<file path="src/rtl/prog_launcher_if.sv">
// Host <-> launcher bundle: launch request, start-address table configuration,
// core control strobes and the status of the last run.
interface prog_launcher_if #(
    parameter int SEL_W = 2,
    parameter int PC_W  = 10,
    parameter int CNT_W = 16
);
    logic             req;
    logic [SEL_W-1:0] prog_sel;
    logic             cfg_we;
    logic [SEL_W-1:0] cfg_idx;
    logic [PC_W-1:0]  cfg_addr;
    logic             abort;
    logic             halt;
    logic             core_reset;
    logic             pc_load;
    logic [PC_W-1:0]  pc_load_val;
    logic             run;
    logic             busy;
    logic             ack;
    logic             timeout;
    logic             aborted;
    logic [CNT_W-1:0] cycles;

    // Host side: issues requests and configuration, observes status
    modport master (
        output req, prog_sel, cfg_we, cfg_idx, cfg_addr, abort, halt,
        input  core_reset, pc_load, pc_load_val, run, busy, ack, timeout, aborted, cycles
    );

    // Launcher side
    modport slave (
        input  req, prog_sel, cfg_we, cfg_idx, cfg_addr, abort, halt,
        output core_reset, pc_load, pc_load_val, run, busy, ack, timeout, aborted, cycles
    );
endinterface

</file>
<file path="src/rtl/prog_launcher.sv">
// Program launcher: on a rising edge of req, resets the core, loads its PC from
// a small start-address table, lets it run until halt, abort or timeout, and
// then holds ack until the next launch.
module prog_launcher #(
    parameter int NUM_PROGS  = 4,
    parameter int PC_W       = 10,
    parameter int CNT_W      = 16,
    parameter int MAX_CYCLES = 1000,
    parameter int STRIDE     = 64
) (
    input  logic           clk,
    input  logic           reset,
    prog_launcher_if.slave bus
);
    localparam int SEL_W = (NUM_PROGS > 1) ? $clog2(NUM_PROGS) : 1;

    localparam logic [1:0] ST_IDLE = 2'd0;
    localparam logic [1:0] ST_LOAD = 2'd1;
    localparam logic [1:0] ST_RUN  = 2'd2;
    localparam logic [1:0] ST_DONE = 2'd3;

    logic [1:0]       state;
    logic             req_q;
    logic             trigger;
    logic [PC_W-1:0]  prog_table [NUM_PROGS];
    logic [PC_W-1:0]  sel_addr;
    logic [CNT_W-1:0] cycles_next;
    logic             timeout_hit;

    assign trigger = bus.req & ~req_q;

    // Table lookup for the requested program; out-of-range selects fall back to entry 0
    always_comb begin
        sel_addr = prog_table[0];
        for (int i = 1; i < NUM_PROGS; i++) begin
            if (bus.prog_sel == SEL_W'(i)) begin
                sel_addr = prog_table[i];
            end
        end
    end

    // Saturating run-cycle increment and the timeout condition on the new count
    always_comb begin
        cycles_next = (&bus.cycles) ? bus.cycles : bus.cycles + CNT_W'(1);
        timeout_hit = (MAX_CYCLES != 0) && (32'(cycles_next) == 32'(MAX_CYCLES));
    end

    // Start-address table: defaults on reset, host writes in any state, bad indices dropped
    always_ff @(posedge clk) begin
        if (reset) begin
            for (int i = 0; i < NUM_PROGS; i++) begin
                prog_table[i] <= PC_W'(i * STRIDE);
            end
        end else if (bus.cfg_we) begin
            for (int i = 0; i < NUM_PROGS; i++) begin
                if (bus.cfg_idx == SEL_W'(i)) begin
                    prog_table[i] <= bus.cfg_addr;
                end
            end
        end
    end

    // Launch sequencer; the start address is captured on the trigger edge so
    // table writes in the trigger or LOAD cycle do not affect this launch
    always_ff @(posedge clk) begin
        if (reset) begin
            state           <= ST_IDLE;
            req_q           <= 1'b0;
            bus.core_reset  <= 1'b1;
            bus.pc_load     <= 1'b0;
            bus.pc_load_val <= '0;
            bus.run         <= 1'b0;
            bus.busy        <= 1'b0;
            bus.ack         <= 1'b0;
            bus.timeout     <= 1'b0;
            bus.aborted     <= 1'b0;
            bus.cycles      <= '0;
        end else begin
            req_q <= bus.req;
            case (state)
                ST_IDLE, ST_DONE: begin
                    if (trigger) begin
                        state           <= ST_LOAD;
                        bus.core_reset  <= 1'b1;
                        bus.pc_load     <= 1'b1;
                        bus.pc_load_val <= sel_addr;
                        bus.busy        <= 1'b1;
                        bus.ack         <= 1'b0;
                        bus.timeout     <= 1'b0;
                        bus.aborted     <= 1'b0;
                        bus.cycles      <= '0;
                    end
                end
                ST_LOAD: begin
                    state          <= ST_RUN;
                    bus.core_reset <= 1'b0;
                    bus.pc_load    <= 1'b0;
                    bus.run        <= 1'b1;
                end
                ST_RUN: begin
                    bus.cycles <= cycles_next;
                    if (bus.halt || bus.abort || timeout_hit) begin
                        state       <= ST_DONE;
                        bus.run     <= 1'b0;
                        bus.busy    <= 1'b0;
                        bus.ack     <= 1'b1;
                        bus.aborted <= ~bus.halt & bus.abort;
                        bus.timeout <= ~bus.halt & ~bus.abort & timeout_hit;
                    end
                end
            endcase
        end
    end
endmodule

</file>
<file path="src/flat_wrapper.sv">
// flat-port wrapper written by rule: the top's interface ports become plain ports
module prog_launcher_flat 
#(
    parameter int NUM_PROGS  = 4,
    parameter int PC_W       = 10,
    parameter int CNT_W      = 16,
    parameter int MAX_CYCLES = 1000,
    parameter int STRIDE     = 64
)
  (clk, reset, bus_req, bus_prog_sel, bus_cfg_we, bus_cfg_idx, bus_cfg_addr, bus_abort, bus_halt, bus_core_reset, bus_pc_load, bus_pc_load_val, bus_run, bus_busy, bus_ack, bus_timeout, bus_aborted, bus_cycles);
  prog_launcher_if #(.SEL_W((2)), .PC_W(PC_W), .CNT_W(CNT_W)) bus_i ();
  input  logic clk;
  input  logic reset;
  input wire logic [$bits(bus_i.req)-1:0] bus_req;
  input wire logic [$bits(bus_i.prog_sel)-1:0] bus_prog_sel;
  input wire logic [$bits(bus_i.cfg_we)-1:0] bus_cfg_we;
  input wire logic [$bits(bus_i.cfg_idx)-1:0] bus_cfg_idx;
  input wire logic [$bits(bus_i.cfg_addr)-1:0] bus_cfg_addr;
  input wire logic [$bits(bus_i.abort)-1:0] bus_abort;
  input wire logic [$bits(bus_i.halt)-1:0] bus_halt;
  output wire logic [$bits(bus_i.core_reset)-1:0] bus_core_reset;
  output wire logic [$bits(bus_i.pc_load)-1:0] bus_pc_load;
  output wire logic [$bits(bus_i.pc_load_val)-1:0] bus_pc_load_val;
  output wire logic [$bits(bus_i.run)-1:0] bus_run;
  output wire logic [$bits(bus_i.busy)-1:0] bus_busy;
  output wire logic [$bits(bus_i.ack)-1:0] bus_ack;
  output wire logic [$bits(bus_i.timeout)-1:0] bus_timeout;
  output wire logic [$bits(bus_i.aborted)-1:0] bus_aborted;
  output wire logic [$bits(bus_i.cycles)-1:0] bus_cycles;
  assign bus_i.req = bus_req;
  assign bus_i.prog_sel = bus_prog_sel;
  assign bus_i.cfg_we = bus_cfg_we;
  assign bus_i.cfg_idx = bus_cfg_idx;
  assign bus_i.cfg_addr = bus_cfg_addr;
  assign bus_i.abort = bus_abort;
  assign bus_i.halt = bus_halt;
  assign bus_core_reset = bus_i.core_reset;
  assign bus_pc_load = bus_i.pc_load;
  assign bus_pc_load_val = bus_i.pc_load_val;
  assign bus_run = bus_i.run;
  assign bus_busy = bus_i.busy;
  assign bus_ack = bus_i.ack;
  assign bus_timeout = bus_i.timeout;
  assign bus_aborted = bus_i.aborted;
  assign bus_cycles = bus_i.cycles;
  prog_launcher #(.NUM_PROGS(NUM_PROGS), .PC_W(PC_W), .CNT_W(CNT_W), .MAX_CYCLES(MAX_CYCLES), .STRIDE(STRIDE)) u_core (.clk(clk), .reset(reset), .bus(bus_i));
endmodule
</file>
<file path="config.mk">
export PLATFORM = sky130hd
export DESIGN_NAME = prog_launcher_flat
export DESIGN_NICKNAME = d
export VERILOG_FILES = /design/src/rtl/prog_launcher_if.sv /design/src/rtl/prog_launcher.sv /design/src/flat_wrapper.sv
export SDC_FILE = /design/constraint.sdc
export NUM_CORES = 1
export LEC_CHECK = 0
export ABC_AREA = 1
export BUFFER_PORTS_ARGS = -buffer_cell sky130_fd_sc_hd__buf_2
export CAP_MARGIN = 15
export CORE_ASPECT_RATIO = 0.5
export CORE_UTILIZATION = 52
export CTS_BUF_LIST = sky130_fd_sc_hd__clkbuf_16
export DETAILED_ROUTE_END_ITERATION = 6
export PLACE_DENSITY = 0.76
export SYNTH_ARGS = -nofsm -noshare
export SYNTH_HDL_FRONTEND = slang
export SYNTH_SLANG_ARGS = --single-unit
</file>
<file path="constraint.sdc">
create_clock -name clk -period 1.9 [get_ports clk]
set_input_delay 0.19 -clock clk [delete_from_list [all_inputs] [get_ports clk]]
set_output_delay 0.19 -clock clk [all_outputs]
set_load 0.05 [all_outputs]
</file>
==> results.yml <==
timing:
  max_freq_ghz: 0.512
  skew_ps: 4.89
  slew_violations: 0
  slew_headroom_pct: 63.9
  hold_violations: 0
  setup_tns_ps: -256
  finalCriticalPeriod_ps: 1950
  worstMarginPinSlew_ps: 541
  min_period_over_period_pct: 103
  finalWorstSetupSlack_ps: -51.3
  rsz0062_at_grt: "true"
  setup_viol_count_final: 7
layout:
  antenna_cells: 0
  nets: 563
  syn_to_final_growth_pct: 24.7
  multi_input_area_um2: 1650
  seqCellArea_um2: 1950
  postLayoutCellArea_um2: 4670
  drive_gt1_share_pct: 28.7
  nFillCells: 585
power_and_ir_drop:
  power_w: 0.00521
  power_switching_w: 0.00193
  intPower_w: 0.00328
  clkPwrFrac_pct: 31.1
  power_frac_seq_pct: 38.9
  p_comb_share_pct: 30.1
  powerDensity_nw_per_um2: 1120
  vdd_drop_max_uv: 721
  p_sw_share_pct: 37.0
  p_leak_nw: 2.02
global_route:
  first_global_vias: 3081
  use_met1_pct: 30.7
  grt_pass1_wl_um: 14100
  grt_util_met3_pct: 7.66
  grt_max_degree: 28
  grt_use_total_pct: 25.5
  busiest_layer: "met2"
  antenna_found_initial: 0
  overflow: 0
  grt_util_met2_pct: 44.4
critical_path:
  crit_required_ps: 2120
  crit_slowest_cell: "dfxtp_4"
  critPathKind: "reg2reg"
  cp-end-kind: "register"
  slowest_delay_ps: 370
  cp-start-kind: "register"
  worstPathMaxFanout: 6
  crit_path_cell_trace: "ha_4, nand2_4, nor2_4, nand2_4, nor2_4, nand2_2, nand2_2, nand4_1, nor2_2, nand3_2, nand3_4, nand2_4, nand2_2, a21oi_1"
  arrival_ps: 2170
  r2r_setup_slack_ps: -50
synthesis:
  synth_seq_cells: 76
  netlist_top_cells_area: "edfxtp_1 (32%), dfxtp_1 (19%), nand2_1 (10%)"
  synth.avg_cell_area_um2: 8.12
  synth_edf_count: 40
  synth_top_flop_cell: "edfxtp_1"
  synth_area_um2: 3740
  synth.most_common_cell: "nand2_1"
  synthArstFlopShare_pct: 0
  ys_warn_count: 0
  yosys.area.top_type_share_pct: 32.1
  yosysTopAreaCell: "edfxtp_1"
  netlist-cell-type-count: 33
  syn_nets: 485
  seq_area_frac_synth_pct: 51.3
  syn-instance-count: 461
  synth_common_cells: "nand2_1 (102), nor2_1 (57), inv_1 (46)"
detailed_routing:
  drc: 0
  dr.pass1.iters: 4
  wire_per_inst_um: 14.0
  drt_iter0_markers: 253
  viasPerCell: 5.33
  wirelength_um: 8930
  num_vias: 3388
  postRouteAntennaNets: 0
cts:
  cts-root-buf: "clkbuf_16"
  path_clk_slew_ps: 60
  numCtsBuffers: 9
  cts_tree: "built"
  cts.sinks: 76
  clock_latency_ps: 340
  htreeDepth: 3
  cts_hold_buf: 0
  clk_path_buf_depth: 2
floorplan:
  rows: 21
  initial_core_util_pct: 54.8
  core_area_um2: 6830
  io_pins: 53
  die_h_um: 62.0
  die_x_um: 122
  fp.dieArea_um2: 7570
placed_design:
  io_buffer_count: 52
  gp_congestion: 0.950
  dp_hpwl_um: 6260
  place_area_um2: 4300
run_status:
  violations: "setup timing"
  run_status: "finished with violations"
flow_run:
  max_cap_violations: 0
worst_hold_path:
  hold_class: "in2reg"
-- placed cells by master (no fill, tap or decap), types with 2 or more instances in the layout --
| master | synthesis | routed |
|---|---|---|
| a21oi_1 | 43 | 43 |
| a21oi_2 | 2 | 2 |
| buf_2 | 3 | 52 |
| buf_4 | 0 | 27 |
| clkbuf_16 | 0 | 9 |
| clkinv_4 | 0 | 2 |
| dfxtp_1 | 36 | 20 |
| dfxtp_2 | 0 | 14 |
| dfxtp_4 | 0 | 2 |
| edfxtp_1 | 40 | 40 |
| ha_1 | 4 | 3 |
| inv_1 | 46 | 44 |
| inv_2 | 1 | 3 |
| inv_4 | 1 | 3 |
| nand2_1 | 102 | 95 |
| nand2_2 | 7 | 12 |
| nand2_4 | 1 | 3 |
| nand3_1 | 39 | 38 |
| nand3_2 | 3 | 3 |
| nand3b_1 | 2 | 2 |
| nand4_1 | 7 | 7 |
| nor2_1 | 57 | 54 |
| nor2_2 | 6 | 8 |
| nor2_4 | 2 | 3 |
| nor3_1 | 7 | 6 |
| o211ai_1 | 10 | 10 |
| o21ai_0 | 17 | 17 |
| o21ai_1 | 2 | 2 |
| o21bai_1 | 3 | 3 |
| or2_2 | 4 | 4 |
-- cell families after synthesis --
family / after synthesis / synth area share [%]
flip-flops: 76 / 51.3
buffers and inverters: 62 / 6.38
AND/OR/NAND/NOR: 238 / 28.7
adder cells (fa/ha/maj): 4 / 1.34
XOR/XNOR: 1 / 0.234
AO/OA/AOI/OAI: 80 / 12.0
-- sequential cells by signal, indices dropped and copies added (netlist names) --
signal                  cells
u_core.bus.cycles          16
u_core.bus.aborted          1
u_core.bus.pc_load          1
u_core.bus.timeout          1
u_core.prog_table          40
u_core.bus.run              1
u_core.bus.busy             1
u_core.req_q                1
u_core.bus.ack              1
u_core.state                2
u_core.bus.pc_load_val     10
u_core.bus.core_reset       1
-- per-layer routing --
metal  up-vias  routed length [µm]
li1       1693                   -
met1      1593                4100
met2        82                4280
met3        20                 399
met4         0                 160
met5         -                   0
-- timing repair --
action / in CTS / in global routing
pin swaps: 4 / 8
endpoints found under the setup margin: 6 / 32
hold endpoints to repair: 0 / 0
gates resized for setup: 4 / 13
buffers inserted: 0 / 4
-- per-stage QoR --
step | hold WS (ps) | std cells | worst slack, ps | utilization, %
after detailed placement | 440 | 616 | -90.5 | 62.9
final | 88.3 | 636 | -51.3 | 68.3
after CTS | 70.3 | 632 | 0.457 | 67.4
after global routing | 132 | 636 | -188 | 68.3
after global placement | 420 | 616 | 5.78 | 62.9
after floorplan | 323 | 461 | -41.1 | -
-- worst max-delay path, delay by kind of cell (launching register included) --
kind | cells | cell delay, ps
and+or+nand+nor | 12 | 1230
adders and majority gates | 1 | 160
DFF | 1 | 370
AOI/OAI and AO/OA | 1 | 50
-- path summary, 6_finish.rpt --
check / from / endpoint / depth (start not counted)
setup / recovery: u_core.bus.cycles[0] / u_core.bus.aborted / 14
hold / removal: bus_req / u_core.req_q / 3
setup reg to reg: u_core.bus.cycles[0] / u_core.bus.aborted / 14
hold reg to reg: u_core.bus.aborted / u_core.bus.aborted / 2
-- area by class of cell --
cell class,instances,area share (%)
Clock buffer,9,4.82
Timing Repair Buffer,80,10.3
Inverter,49,3.99
Clock inverter,7,1.23
Sequential cell,76,41.7
Tap cell,92,2.47
Multi-Input combinational cell,323,35.4
-- power groups by stage --
stage	logic [W]	registers (W)	clock network, W
3_5_place_dp	0.00148	0.00206	0
2_1_floorplan	0.000673	0.00244	0
5_1_grt	0.00171	0.00205	0.00174
4_1_cts	0.00150	0.00203	0.00164
6_report	0.00157	0.00203	0.00162
3_3_place_gp	0.00147	0.00205	0
(Power assumes the default switching activity.)
